$ cat config.mk
export PLATFORM = sky130hd
export DESIGN_NAME = sqrt_requester_flat
export DESIGN_NICKNAME = d
export VERILOG_FILES = /design/src/rtl/sqrt_requester_if.sv /design/src/rtl/sqrt_requester.sv /design/src/flat_wrapper.sv
export SDC_FILE = /design/constraint.sdc
export NUM_CORES = 1
export LEC_CHECK = 0
export CORE_UTILIZATION = 45
export CTS_BUF_LIST = sky130_fd_sc_hd__clkbuf_8
export DETAILED_ROUTE_END_ITERATION = 6
export DONT_BUFFER_PORTS = 1
export SLEW_MARGIN = 20
export SYNTH_ARGS = -nofsm -noshare
export SYNTH_HDL_FRONTEND = slang
export SYNTH_SLANG_ARGS = --single-unit
$ cat constraint.sdc
create_clock -name clock -period 1.8 [get_ports clock]
set_input_delay 0.18 -clock clock [delete_from_list [all_inputs] [get_ports clock]]
set_output_delay 0.18 -clock clock [all_outputs]
set_load 0.05 [all_outputs]
$ cat src/rtl/sqrt_requester_if.sv
// Operand and result streams between upstream logic and the square-root requester.
interface sqrt_requester_if #(
  parameter int unsigned WIDTH = 64
);
  logic             in_valid;
  logic             in_ready;
  logic [WIDTH-1:0] in_data;
  logic             out_valid;
  logic             out_ready;
  logic [WIDTH-1:0] out_data;
  logic             out_err;

  // Requester side: consumes operands, produces results.
  modport slave (
    input  in_valid, in_data, out_ready,
    output in_ready, out_valid, out_data, out_err
  );

  // Upstream side: produces operands, consumes results.
  modport master (
    output in_valid, in_data, out_ready,
    input  in_ready, out_valid, out_data, out_err
  );
endinterface

$ cat src/rtl/sqrt_requester.sv
// Initiator for the start/ready square-root estimate core: takes one operand at a
// time, pulses start, waits for the core's ready (with timeout) and returns the
// result on a valid/ready stream. Tracks delivered results and timeouts.
module sqrt_requester #(
  parameter int unsigned WIDTH          = 64,
  parameter int unsigned TIMEOUT_CYCLES = 16,
  parameter int unsigned CNT_W          = 16
) (
  input  logic               clock,
  input  logic               reset,
  sqrt_requester_if.slave    strm,
  output logic               core_start,
  output logic [WIDTH-1:0]   core_x,
  input  logic               core_ready,
  input  logic [WIDTH-1:0]   core_y,
  output logic               busy,
  output logic [CNT_W-1:0]   done_count,
  output logic [CNT_W-1:0]   err_count
);

  localparam int unsigned     TW  = $clog2(TIMEOUT_CYCLES + 1);
  localparam logic [TW-1:0]   TMO = TW'(TIMEOUT_CYCLES);

  typedef enum logic [1:0] {
    ST_IDLE,
    ST_START,
    ST_CLR,
    ST_WAIT
  } state_t;

  state_t             state_q, state_d;
  logic               core_start_q, core_start_d;
  logic [WIDTH-1:0]   core_x_q, core_x_d;
  logic [TW-1:0]      tcnt_q, tcnt_d;
  logic               out_valid_q, out_valid_d;
  logic [WIDTH-1:0]   out_data_q, out_data_d;
  logic               out_err_q, out_err_d;
  logic [CNT_W-1:0]   done_q, done_d;
  logic [CNT_W-1:0]   err_q, err_d;

  logic               in_ready;
  logic [TW-1:0]      tcnt_inc;
  logic               timeout;

  // Single outstanding operation: accept only when idle and the result slot is free.
  assign in_ready = reset && (state_q == ST_IDLE) && !out_valid_q;

  assign tcnt_inc = tcnt_q + TW'(1);
  assign timeout  = (tcnt_inc == TMO);

  // Next-state and registered-output computation.
  always_comb begin
    state_d      = state_q;
    core_start_d = core_start_q;
    core_x_d     = core_x_q;
    tcnt_d       = tcnt_q;
    out_valid_d  = out_valid_q;
    out_data_d   = out_data_q;
    out_err_d    = out_err_q;
    done_d       = done_q;
    err_d        = err_q;

    if (out_valid_q && strm.out_ready) begin
      out_valid_d = 1'b0;
    end

    unique case (state_q)
      ST_IDLE: begin
        if (strm.in_valid && in_ready) begin
          core_x_d     = strm.in_data;
          core_start_d = 1'b1;
          state_d      = ST_START;
        end
      end
      ST_START: begin
        core_start_d = 1'b0;
        tcnt_d       = '0;
        state_d      = ST_CLR;
      end
      ST_CLR: begin
        // Ready may still be high from the previous operation; wait for it to drop.
        tcnt_d = tcnt_inc;
        if (timeout) begin
          out_data_d  = '0;
          out_err_d   = 1'b1;
          out_valid_d = 1'b1;
          if (err_q != '1) err_d = err_q + CNT_W'(1);
          state_d     = ST_IDLE;
        end else if (!core_ready) begin
          state_d = ST_WAIT;
        end
      end
      ST_WAIT: begin
        // A capture on the timeout edge wins over the timeout.
        tcnt_d = tcnt_inc;
        if (core_ready) begin
          out_data_d  = core_y;
          out_err_d   = 1'b0;
          out_valid_d = 1'b1;
          done_d      = done_q + CNT_W'(1);
          state_d     = ST_IDLE;
        end else if (timeout) begin
          out_data_d  = '0;
          out_err_d   = 1'b1;
          out_valid_d = 1'b1;
          if (err_q != '1) err_d = err_q + CNT_W'(1);
          state_d     = ST_IDLE;
        end
      end
      default: begin
        state_d = ST_IDLE;
      end
    endcase
  end

  // State and output registers with asynchronous active-low reset.
  always_ff @(posedge clock or negedge reset) begin
    if (!reset) begin
      state_q      <= ST_IDLE;
      core_start_q <= 1'b0;
      core_x_q     <= '0;
      tcnt_q       <= '0;
      out_valid_q  <= 1'b0;
      out_data_q   <= '0;
      out_err_q    <= 1'b0;
      done_q       <= '0;
      err_q        <= '0;
    end else begin
      state_q      <= state_d;
      core_start_q <= core_start_d;
      core_x_q     <= core_x_d;
      tcnt_q       <= tcnt_d;
      out_valid_q  <= out_valid_d;
      out_data_q   <= out_data_d;
      out_err_q    <= out_err_d;
      done_q       <= done_d;
      err_q        <= err_d;
    end
  end

  assign strm.in_ready  = in_ready;
  assign strm.out_valid = out_valid_q;
  assign strm.out_data  = out_data_q;
  assign strm.out_err   = out_err_q;
  assign core_start     = core_start_q;
  assign core_x         = core_x_q;
  assign busy           = (state_q != ST_IDLE);
  assign done_count     = done_q;
  assign err_count      = err_q;

endmodule
$ cat src/flat_wrapper.sv
// flat-port wrapper written by rule: the top's interface ports become plain ports
module sqrt_requester_flat 
#(
  parameter int unsigned WIDTH          = 64,
  parameter int unsigned TIMEOUT_CYCLES = 16,
  parameter int unsigned CNT_W          = 16
)
  (clock, reset, core_start, core_x, core_ready, core_y, busy, done_count, err_count, strm_in_valid, strm_in_data, strm_out_ready, strm_in_ready, strm_out_valid, strm_out_data, strm_out_err);
  sqrt_requester_if #(.WIDTH(WIDTH)) strm_i ();
  input  logic clock;
  input  logic reset;
  output logic core_start;
  output logic [WIDTH-1:0] core_x;
  input  logic core_ready;
  input  logic [WIDTH-1:0] core_y;
  output logic busy;
  output logic [CNT_W-1:0] done_count;
  output logic [CNT_W-1:0] err_count;
  input wire logic [$bits(strm_i.in_valid)-1:0] strm_in_valid;
  input wire logic [$bits(strm_i.in_data)-1:0] strm_in_data;
  input wire logic [$bits(strm_i.out_ready)-1:0] strm_out_ready;
  output wire logic [$bits(strm_i.in_ready)-1:0] strm_in_ready;
  output wire logic [$bits(strm_i.out_valid)-1:0] strm_out_valid;
  output wire logic [$bits(strm_i.out_data)-1:0] strm_out_data;
  output wire logic [$bits(strm_i.out_err)-1:0] strm_out_err;
  assign strm_i.in_valid = strm_in_valid;
  assign strm_i.in_data = strm_in_data;
  assign strm_i.out_ready = strm_out_ready;
  assign strm_in_ready = strm_i.in_ready;
  assign strm_out_valid = strm_i.out_valid;
  assign strm_out_data = strm_i.out_data;
  assign strm_out_err = strm_i.out_err;
  sqrt_requester #(.WIDTH(WIDTH), .TIMEOUT_CYCLES(TIMEOUT_CYCLES), .CNT_W(CNT_W)) u_core (.clock(clock), .reset(reset), .strm(strm_i), .core_start(core_start), .core_x(core_x), .core_ready(core_ready), .core_y(core_y), .busy(busy), .done_count(done_count), .err_count(err_count));
endmodule
* Word-level counts from Yosys, hierarchy flattened
Cells that the tools add are included.
Word-level totals: register bits after elaboration 170, bits in latches 0, bits in writable memories 0, bits in read-only memories 0, input bits 133, output and inout bits 165, logic and storage cells 60, memories kept 0
Operators by class: add/subtract/negate cells 3, multipliers 0, divide/modulo/power cells 0, $lt $le $gt $ge 0, equality and inequality tests 9, shift operators 0, multiplexer cells 23, bitwise gates (word level) 0, reduce and logical (&&, ||, !) cells 16
Operators with widths (number):
- 64-bit 2-to-1 mux | 2
- 64-bit one-hot mux with 2 select lines | 1
- 16-bit 2-to-1 mux | 3
- 16-bit by 1-bit adder with 16-bit output (second input constant) | 2
- 16-bit one-hot mux with 2 select lines | 1
- 16-bit inequality test (second input constant) | 1
- 2-bit 2-to-1 mux | 5
- 5-bit one-hot mux with 2 select lines | 1
- 2-bit one-hot mux with 4 select lines | 1
- 2-bit AND reduction | 4
- 2-bit nonzero test | 4
- 1-bit 2-to-1 mux | 6
- 3-bit by 2-bit inequality test with 1-bit output (second input constant) | 2
- 1-bit one-hot mux with 2 select lines | 3
- 5-bit by 1-bit adder with 5-bit output (second input constant) | 1
- 5-bit == test (second input constant) | 1
- 2-bit == test (second input constant) | 2
- 1-bit logical AND | 4
- 2-bit inequality test (second input constant) | 2
- 3-bit AND reduction | 1
- 2-bit by 1-bit == test with 1-bit output (second input constant) | 1
- 2-bit logical NOT | 1
- 2-bit OR reduction | 1
- 1-bit logical NOT | 1

* Depth between registers and ports, before layout
Gate-level depths: netlist of run 1.
depth after elaboration 6, depth in mapped cells 7, mapped depth without buffers 6

* Least setup slack after synthesis of run 1
No wires, ideal clock.
path type register to register, from register u_core.err_q[0] (netlist: u_core.err_count[0]), to register u_core.err_q[9] (netlist: u_core.err_count[9]), setup time 0.142 ns, arrival 1.908 ns, data required time 1.658 ns, slack -0.250 ns, stages on the path, launching flop included 7, path buffers 0, period minus slack after synthesis 2.050 ns, cell sequence dfrtp_1 -> ha_1 -> and3_1 -> and2_1 -> a211oi_4 -> nand4_1 -> xnor2_1
Between the ends: word-level cells in the longest chain between the ends 5, elaborated cells on any way between the ends 6, those cells by class add/sub (1); eq/ne (1); mux (4)
RTL lines:
- start: declaration | line sqrt_requester.sv:39 | logic [CNT_W-1:0] err_q, err_d;
- start signal: assignment | line sqrt_requester.sv:137 | err_q <= err_d;
- 16-bit by 1-bit adder with 16-bit output / 16-bit inequality test (equally long branches) | line sqrt_requester.sv:87, sqrt_requester.sv:106
- 16-bit 2-to-1 mux * | line sqrt_requester.sv:87, sqrt_requester.sv:106
- 16-bit 2-to-1 mux * | line sqrt_requester.sv:83 | if (timeout) begin
- 16-bit 2-to-1 mux | line sqrt_requester.sv:96 | if (core_ready) begin
- 16-bit one-hot mux with 2 select lines * | line sqrt_requester.sv:67 | unique case (state_q)
Mark *: on every way between the ends. The rest lies on a longest branch, timed or not. The select of a mux whose other input is x is not followed. A chain may end at the register's enable or synchronous reset.

* Worst setup path in the final report of run 1
from register u_core.tcnt_q[0], to register u_core.err_q[14] (netlist: u_core.err_count[14])
Between the ends: word-level cells in the longest chain between the ends 5
RTL lines:
- start: declaration | line sqrt_requester.sv:34 | logic [TW-1:0] tcnt_q, tcnt_d;
- start signal: assignment | line sqrt_requester.sv:132 | tcnt_q <= tcnt_d;
- 5-bit by 1-bit adder with 5-bit output * | line sqrt_requester.sv:48 | assign tcnt_inc = tcnt_q + TW'(1);
- 5-bit == test * | line sqrt_requester.sv:49 | assign timeout = (tcnt_inc == TMO);
- 16-bit 2-to-1 mux *
- 16-bit 2-to-1 mux
- 16-bit one-hot mux with 2 select lines *
Marks and branches as above.

==> results of run 1 <==
## sequential cells by signal (all words and copies together), names as in the netlist
register,cells
u_core.err_count,16
u_core.strm.out_data,64
u_core.strm.out_err,1
u_core.core_x,64
u_core.tcnt_q,5
u_core.state_q,2
u_core.strm.out_valid,1
u_core.done_count,16
u_core.core_start,1
## what timing repair did
| item | in CTS | in global routing |
|---|---|---|
| pin swaps | 2 | 5 |
| hold endpoints to repair | 301 | 170 |
| resized for setup | 0 | 4 |
| setup buffers | 2 | 4 |
| endpoints found under the setup margin | 2 | 39 |
## cells in the final DEF, fill, tap and decap left out, types with 2 or more instances in the layout
cell and count:
dfrtp_1 159, dlygate4sd3_1 131, a22o_1 66, mux2_2 65
buf_4 45, xnor2_1 22, nand2_1 21, clkbuf_8 21
xor2_1 11, dfrtp_2 11, nor2_1 10, nand3_1 9
nand4_1 6, and3_1 6, inv_1 5, buf_12 5
o21ai_0 4, clkinvlp_4 4, nor2_4 2, and3_2 2
nand2_2 2, and3_4 2, a211o_4 2, and4_1 2
nor3_2 2, a21oi_1 2, ha_2 2
## cell type report
class | instances | share of cell area, %
flip-flops and latches | 170 | 48.4
multi-input cells | 250 | 24.8
repair buffers | 182 | 20.0
clock buffers | 21 | 3.28
well taps | 180 | 2.56
clock inverters | 9 | 0.866
inverters | 3 | 0.128
## worst register-to-register path, stage by stage, from the launching register on
cell     delay [ps]
dfrtp_1         390
ha_2            210
nand2_2          60
a211o_4         310
nor4b_4         340
nand3_1         150
xnor2_1         150
## metal layers
| layer | wire length, um | up-vias |
|---|---|---|
| met1 | 5900 | 2168 |
| met5 | 0 | - |
| met4 | 259 | 0 |
| met2 | 7870 | 209 |
| met3 | 1470 | 22 |
| li1 | - | 1946 |
## worst max-delay path by stage
stage                                 endpoint  slack [ps]  cells past startpoint                 from
after global routing      u_core.err_count[14]         -20                      6     u_core.tcnt_q[0]
after detailed placement   u_core.err_count[3]           4                      6     u_core.tcnt_q[1]
after global placement     u_core.err_count[3]          60                      6     u_core.tcnt_q[1]
after CTS                 u_core.err_count[14]         0.3                      6     u_core.tcnt_q[1]
final                     u_core.err_count[14]          70                      6     u_core.tcnt_q[0]
after floorplan            u_core.err_count[6]         -20                      6  u_core.err_count[0]
## kinds of logic (layout without fill, tap and decap cells)
group,count (synthesis),after routing
fa+ha+maj,3,3
xor+xnor,33,33
compound gates,77,77
flops,170,170
simple gates,72,72
buf+inv,25,215
mux,65,65
## power groups by stage
| stage | Sequential, mW | Combinational [mW] | Clock [mW] |
|---|---|---|---|
| floorplan | 11.4 | 2.02 | 0 |
| global placement | 11.5 | 2.78 | 0 |
| detailed placement | 11.5 | 2.91 | 0 |
| CTS | 11.4 | 3.14 | 2.60 |
| global route | 11.6 | 3.47 | 2.74 |
| finish | 11.4 | 3.20 | 2.48 |
## per-stage QoR
stage          instances  utilization [%]  hold slack, ps
6_report             815             62.5            -575
5_1_grt              815             62.5            -615
4_1_cts              811             62.2            -615
3_5_place_dp         648             50.2            -113
3_3_place_gp         648             50.2            -112
2_1_floorplan        445                -            -116
==> results.py, run 1 <==
metrics = {
    "pwr": {
        "powerDensity_mw_per_mm2": 1940,
        "p_comb_share_pct": 18.7,
        "clkPwrFrac_pct": 14.5,
        "swShare_pct": 51.8,
        "p_leak_nw": 4.03,
        "switchingPower_mw": 8.86,
        "ir_drop_v": 0.00113,
        "intPower_mw": 8.26,
        "finalPower_mw": 17.1,
        "seq_power_share_pct": 66.8,
    },
    "drt": {
        "num_vias": 4345,
        "drt_iter0_drc": 170,
        "wl_mm": 15.5,
        "via_per_inst": 5.33,
        "drc": 0,
        "postRouteAntennaNets": 0,
        "routedWlPerCell_um": 19.0,
        "drt_pre_antenna_iters": 4,
    },
    "global_routing": {
        "grt_pass1_wl_mm": 23.3,
        "grt_max_degree": 172,
        "grt-ovfl-total": 0,
        "grt_util_all_layers_pct": 20.4,
        "grt_util_met3_pct": 7.52,
        "top_usage_layer": "met2",
        "gr-usage-met2_pct": 35.4,
        "antenna_found_initial": 0,
        "met1_usage_pct": 22.6,
        "first_global_vias": 4682,
    },
    "layout": {
        "fillers": 1020,
        "drive_above_1_share_pct": 27.6,
        "area_growth_pct": 33.8,
        "multi_input_area_mm2": 0.00218,
        "design_area_mm2": 0.00881,
        "n_antenna_cell": 0,
        "final-seq-area_mm2": 0.00427,
        "fin_nets": 760,
    },
    "sta": {
        "hold_viol": 170,
        "finalCritPeriodShare_pct": 95.9,
        "worstMarginPinSlew_ps": 547,
        "setup_ws_ps": 74.4,
        "whs_ps": -575,
        "final_max_slew_viol_count": 0,
        "tns_ps": 0,
        "setup_viol": 0,
        "rsz0062_at_grt": "true",
        "layout_min_cycle_time_ps": 1730,
        "maxSlewHeadroom_pct": 63.6,
        "max_freq_ghz": 0.580,
        "skew_ps": 8.78,
    },
    "setup_path": {
        "path_buf_inv": 0,
        "rr_worst_depth": 6,
        "ff2ff_setup_slack_ps": 70,
        "worstSetupPathType": "register to register",
        "startpoint_type": "register",
        "cp_data_required_time_ps": 2120,
        "worstPathMaxFanout": 4,
        "r2r_end": "u_core.err_count[14]",
        "worst_setup_path_end_kind": "register",
        "cp_data_arrival_time_ps": 2050,
        "cp_slowest_cell": "dfrtp_1",
        "crit_path_max_incr_delay_ps": 390,
        "rr_startpoint": "u_core.tcnt_q[0]",
        "path_cells": "ha_2 -> nand2_2 -> a211o_4 -> nor4b_4 -> nand3_1 -> xnor2_1",
        "crit_family": "simple AND/OR/NAND/NOR gates",
    },
    "die": {
        "core_mm2": 0.0141,
        "die_w_um": 123,
        "ios": 298,
        "die_h_um": 123,
        "rows": 43,
        "start_util_pct": 46.7,
        "dieArea_mm2": 0.0151,
    },
    "logic_synthesis": {
        "synth_area_leaders": "dfrtp_1 (65%), mux2_2 (11%), a22o_1 (8.8%)",
        "synth.most_common_cell": "dfrtp_1",
        "yosys-top-cells-count": "dfrtp_1 (170), a22o_1 (66), mux2_2 (65)",
        "yosys.area.top_type": "dfrtp_1",
        "synth_adder_area_share_pct": 0.570,
        "syn_nets": 581,
        "synthXorXnorAreaFrac_pct": 4.39,
        "synth_mux_area_share_pct": 11.1,
        "synth_flop_cell": "dfrtp_1",
        "synth_cell_types": 35,
        "synth_compound_area_share_pct": 10.4,
        "mappedNetlistArea_mm2": 0.00659,
        "avgSynthCellArea_um2": 14.8,
        "yosys_warnings": 0,
        "synth_top_family_by_area": "multiplexers",
        "synthCells": 445,
        "synth_edf_count": 0,
        "synth-async-reset-ratio_pct": 100,
        "synthSimpleGateAreaFrac_pct": 6.16,
        "ys_seq_elements": 170,
        "synth_seq_area_share_pct": 64.6,
        "yosys.area.top_type_share_pct": 64.6,
    },
    "flow_run": {
        "drv_cap": 0,
    },
    "clocking": {
        "clk_path_buf_depth": 2,
        "root_buffer": "clkbuf_8",
        "clkLatencyLatePin_ps": 440,
        "cts-hold-fix-buffers": 131,
        "path_clk_slew_ps": 80,
        "cts_tree": "built",
        "cts_buffers": 17,
        "htree_levels": 4,
        "numClockSinks": 170,
    },
    "worst_hold_path": {
        "hp-class": "input pin to async pin",
    },
    "placed_design": {
        "post-place-ws_ps": 3.72,
        "place.gp.congestion": 0.748,
        "postPlaceCellArea_mm2": 0.00708,
        "io_buffers": 0,
        "dp_hpwl_mm": 9.81,
    },
    "outcome": {
        "violations": "hold timing",
        "status": "finished with violations",
    },
}
Power figures use the tool's default switching activity.
==> inputs of run 2 (changes only) <==
clock period = 1.7 ns   (was 1.8 ns; I/O delays follow)
==> run 2 against run 1 <==
  * Clock-buffer cell count fell by 3
  * Highest routed layer unchanged
  * The run ends with hold timing, setup timing left
  * Sequential share of layout area is 1.2 points lower
  * Flip-flop and latch count unchanged
  * Cell count is 1.5% higher
  * Combinational power up 14%
  * Largest cell class unchanged
  * Hold slack worse by 4.6 ps
  * Largest power group unchanged
  * Setup slack worse by 140 ps
  * Clock skew grew 4.3 ps
==> results.py, run 2 (same netlist as run 1, synthesis figures left out) <==
metrics = {
    "drt": {
        "drc": 0,
        "routedWlPerCell_um": 20.3,
        "via_per_inst": 5.43,
        "postRouteAntennaNets": 0,
        "num_vias": 4488,
        "drt_iter0_drc": 180,
        "wl_mm": 16.8,
        "drt_pre_antenna_iters": 4,
    },
    "sta": {
        "max_freq_ghz": 0.565,
        "skew_ps": 13.0,
        "setup_ws_ps": -69.3,
        "tns_ps": -780,
        "final_max_slew_viol_count": 0,
        "worstMarginPinSlew_ps": 566,
        "hold_viol": 170,
        "whs_ps": -579,
        "maxSlewHeadroom_pct": 62.2,
        "setup_viol": 41,
        "rsz0062_at_grt": "true",
        "layout_min_cycle_time_ps": 1770,
        "finalCritPeriodShare_pct": 104,
    },
    "placed_design": {
        "io_buffers": 0,
        "place.gp.congestion": 0.743,
        "placedCellCount": 656,
        "dp_hpwl_mm": 10.1,
    },
    "die": {
        "die_w_um": 123,
        "rows": 43,
        "core_mm2": 0.0141,
        "ios": 298,
        "dieArea_mm2": 0.0151,
        "die_h_um": 123,
        "start_util_pct": 46.7,
    },
    "pwr": {
        "clkPwrFrac_pct": 14.4,
        "p_leak_nw": 4.20,
        "swShare_pct": 51.7,
        "switchingPower_mw": 9.54,
        "powerDensity_mw_per_mm2": 2040,
        "intPower_mw": 8.91,
        "ir_drop_v": 0.00127,
        "seq_power_share_pct": 65.9,
        "finalPower_mw": 18.4,
        "p_comb_share_pct": 19.8,
    },
    "flow_run": {
        "drv_cap": 0,
    },
    "clocking": {
        "cts_tree": "built",
        "clk_path_buf_depth": 2,
        "cts_buffers": 17,
        "clkLatencyLatePin_ps": 440,
        "htree_levels": 4,
        "root_buffer": "clkbuf_8",
        "numClockSinks": 170,
        "path_clk_slew_ps": 80,
        "cts-hold-fix-buffers": 131,
    },
    "outcome": {
        "status": "finished with violations",
        "violations": "hold timing, setup timing",
    },
    "global_routing": {
        "grt-ovfl-total": 0,
        "grt_util_all_layers_pct": 20.9,
        "first_global_vias": 4601,
        "antenna_found_initial": 0,
        "grt_pass1_wl_mm": 23.6,
        "grt_max_degree": 172,
    },
    "layout": {
        "n_antenna_cell": 0,
        "fin_nets": 772,
        "area_growth_pct": 37.5,
        "drive_above_1_share_pct": 31.4,
        "fin_cells": 827,
        "mostFrequentLayoutCells": "dfrtp_1 (154), dlygate4sd3_1 (131), a22o_1 (66)",
        "final_common_cell": "dfrtp_1",
    },
    "setup_path": {
        "crit_start": "u_core.tcnt_q[1]",
        "worstSetupPathType": "register to register",
        "rr_startpoint": "u_core.tcnt_q[1]",
        "cp_data_arrival_time_ps": 2120,
        "worst_setup_path_end_kind": "register",
        "cp_data_required_time_ps": 2050,
        "startpoint_type": "register",
        "worstPathMaxFanout": 4,
    },
    "worst_hold_path": {
        "hp-class": "input pin to async pin",
    },
}
-- run 2: area by class of cell --
class	count	area (um2)
Fill cell	997	5040
Clock inverter	12	113
Multi-Input combinational cell	250	2290
Sequential cell	170	4270
Tap cell	180	225
Clock buffer	18	248
Timing Repair Buffer	194	1900
Inverter	3	11.3
-- run 2: repair_timing --
action	CTS	global route
buffers inserted	1	5
cloned	0	4
gates resized for setup	2	22
hold endpoints to repair	301	170
pin swaps	5	18
endpoints found under the setup margin	12	72
-- run 2: power by group through the flow --
stage               Combinational, mW  Sequential, mW  Clock [mW]
floorplan                        2.15            12.1           0
global placement                 2.99            12.2           0
detailed placement               3.14            12.2           0
CTS                              3.39            12.1        2.75
global route                     3.95            12.3        2.91
finish                           3.65            12.1        2.65
-- run 2: layer usage --
metal,GRT usage [%],vias up,wire length [um]
met4,8.13,0,365
met3,8.58,32,1680
met5,0,-,0
met1,22.5,2225,6020
met2,36.6,248,8730
li1,-,1983,-
-- run 2: stage by stage --
stage / instance area, um2 / util (%) / setup slack, ps
2_1_floorplan: 6640 / - / -90.9
3_3_place_gp: 7140 / 50.7 / -21.4
3_5_place_dp: 7140 / 50.7 / -74.0
4_1_cts: 8830 / 62.6 / -43.8
5_1_grt: 9050 / 64.2 / -136
6_report: 9050 / 64.2 / -69.3
-- run 2: path summary, 6_finish.rpt --
kind / endpoint / slack [ps] / cells after the start
setup / recovery: u_core.err_count[13] / -70 / 7
hold / removal: u_core.core_x[43] / -580 / 0
setup reg to reg: u_core.err_count[13] / -70 / 7
hold reg to reg: u_core.done_count[3] / 520 / 1
max in group asynchronous: u_core.err_count[10] / 1970 / 0
min in group clock: u_core.state_q[1] / 80 / 2
-- run 2: critical path, stage by stage, from the launching register on --
cell	delay [ps]
dfrtp_1	380
buf_4	130
and4b_1	250
a21oi_4	70
buf_12	150
a211o_4	350
nor3_2	180
xor2_1	170
==> inputs of run 3 (changes only) <==
ABC_CLOCK_PERIOD_IN_PS = 1700   (was unset)
GPL_TIMING_DRIVEN = 0   (was unset)
==> run 3 against run 2 <==
  * Non-clock buffer count fell by 8
  * Critical path depth down 1
  * The run still ends with hold timing, setup timing left
  * Largest power group unchanged
  * Clock skew is 3.9 ps lower
  * Highest routed layer unchanged
  * Routed wire length grew 3.2%
  * Critical endpoint unchanged
  * Largest cell class unchanged
==> results.py, run 3 (same netlist as run 1, synthesis figures left out) <==
metrics = {
    "outcome": {
        "status": "finished with violations",
        "violations": "hold timing, setup timing",
    },
    "clocking": {
        "cts_buffers": 17,
        "path_clk_slew_ps": 80,
        "clk_path_buf_depth": 2,
        "numClockSinks": 170,
        "cts-hold-fix-buffers": 131,
        "cts_tree": "built",
        "root_buffer": "clkbuf_8",
        "clkLatencyLatePin_ps": 450,
        "htree_levels": 4,
    },
    "global_routing": {
        "grt-ovfl-total": 0,
        "grt_max_degree": 172,
        "grt_pass1_wl_mm": 23.9,
        "first_global_vias": 4622,
        "grt_util_all_layers_pct": 21.3,
        "antenna_found_initial": 0,
    },
    "drt": {
        "wl_mm": 17.3,
        "via_per_inst": 5.42,
        "drc": 0,
        "routedWlPerCell_um": 21.2,
        "drt_iter0_drc": 169,
        "postRouteAntennaNets": 0,
        "drt_pre_antenna_iters": 4,
        "num_vias": 4443,
    },
    "flow_run": {
        "drv_cap": 0,
    },
    "sta": {
        "skew_ps": 9.18,
        "rsz0062_at_grt": "true",
        "setup_viol": 69,
        "layout_min_cycle_time_ps": 1900,
        "hold_viol": 170,
        "setup_ws_ps": -198,
        "maxSlewHeadroom_pct": 60.1,
        "max_freq_ghz": 0.527,
        "finalCritPeriodShare_pct": 112,
        "whs_ps": -590,
        "final_max_slew_viol_count": 0,
        "worstMarginPinSlew_ps": 599,
    },
    "layout": {
        "fin_util_pct": 65.6,
        "area_growth_pct": 40.5,
        "n_antenna_cell": 0,
        "final_common_cell": "dfrtp_1",
        "fillers": 998,
        "mostFrequentLayoutCells": "dfrtp_1 (144), dlygate4sd3_1 (131), a22o_1 (66)",
        "fin_cells": 819,
        "drive_above_1_share_pct": 30.5,
        "fin_nets": 764,
    },
    "setup_path": {
        "cp_data_required_time_ps": 2070,
        "worstSetupPathType": "register to register",
        "worstPathMaxFanout": 5,
        "path_cells": "ha_4 -> and3_4 -> and2_4 -> a211o_4 -> nor3_4 -> xor2_1",
        "startpoint_type": "register",
        "crit_path_max_incr_delay_ps": 590,
        "cp_slowest_cell": "dfrtp_4",
        "worst_setup_path_end_kind": "register",
        "cp_data_arrival_time_ps": 2270,
    },
    "die": {
        "core_mm2": 0.0141,
        "die_h_um": 123,
        "ios": 298,
        "start_util_pct": 46.7,
        "rows": 43,
        "dieArea_mm2": 0.0151,
        "die_w_um": 123,
    },
    "worst_hold_path": {
        "hp-class": "input pin to async pin",
    },
    "pwr": {
        "powerDensity_mw_per_mm2": 2020,
        "p_leak_nw": 4.19,
        "ir_drop_v": 0.00108,
        "finalPower_mw": 18.7,
    },
    "placed_design": {
        "place.gp.congestion": 0.780,
        "io_buffers": 0,
        "placedCellCount": 625,
        "dp_hpwl_mm": 10.5,
    },
}
run 3: cell types whose count changed in the layout (fill, tap and decap cells not counted), sizes merged:
cell / previous run / this run
buf: 61 / 37
clkbuf: 20 / 36
clkinv: 3 / 1
clkinvlp: 3 / 4
inv: 7 / 8
run 3: critical path: cells and delay by family (launching register included):
kind | cells | cell delay, ps
adders and majority gates | 1 | 200
and+or+nand+nor | 3 | 500
DFF | 1 | 590
xor gates and xnor gates | 1 | 160
AOI/OAI and AO/OA | 1 | 370
run 3: final timing paths:
path | from | endpoint | slack, ps | cells after the start
min in group clock | core_ready | u_core.err_count[10] | 110 | 4
worst min-delay path | reset | u_core.core_x[43] | -590 | 0
worst max register to register | u_core.err_count[0] | u_core.err_count[13] | -200 | 6
max in group asynchronous | reset | u_core.err_count[1] | 2070 | 0
worst min register to register | u_core.state_q[0] | u_core.core_start | 540 | 1
worst max-delay path | u_core.err_count[0] | u_core.err_count[13] | -200 | 6
run 3: repair_timing:
action,CTS,global route
cloned,1,13
hold endpoints to repair,301,170
pin swaps,12,14
setup buffers,11,8
gates resized for setup,23,47
endpoints found under the setup margin,154,127
run 3: power by group:
group / total (mW) / internal (mW) / switching (mW)
registers: 12.6 / 5.60 / 7.04
logic: 3.37 / 2.13 / 1.24
clock network: 2.65 / 1.30 / 1.35
total: 18.7 / 9.02 / 9.63
run 3: metrics by stage:
| stage | setup slack [ps] | area [um2] | setup TNS (ps) | hold slack [ps] |
|---|---|---|---|---|
| 2_1_floorplan | -90.9 | 6640 | -535 | -126 |
| 3_3_place_gp | -298 | 6870 | -17810 | -122 |
| 3_5_place_dp | -316 | 6870 | -20320 | -123 |
| 4_1_cts | -196 | 8690 | -2340 | -621 |
| 5_1_grt | -270 | 9250 | -9900 | -643 |
| 6_report | -198 | 9250 | -3140 | -590 |
run 3: layout make-up:
class                           count  area (um2)  area share, %
Clock inverter                     12         114           1.23
Timing Repair Buffer              164        1810           19.6
Buffer                             22         259           2.80
Inverter                            3        11.3          0.122
Clock buffer                       18         248           2.68
Tap cell                          180         225           2.43
Multi-Input combinational cell    250        2290           24.7
Sequential cell                   170        4300           46.4
run 3: per-layer routing:
metal	share of wire, %	vias up	GRT usage (%)	wire length (um)
met1	36	2233	22.6	6250
met3	9.6	27	9.27	1670
li1	-	1959	-	-
met2	52	224	37.3	9070
met5	0	-	0	0
met4	2.0	0	8.06	338
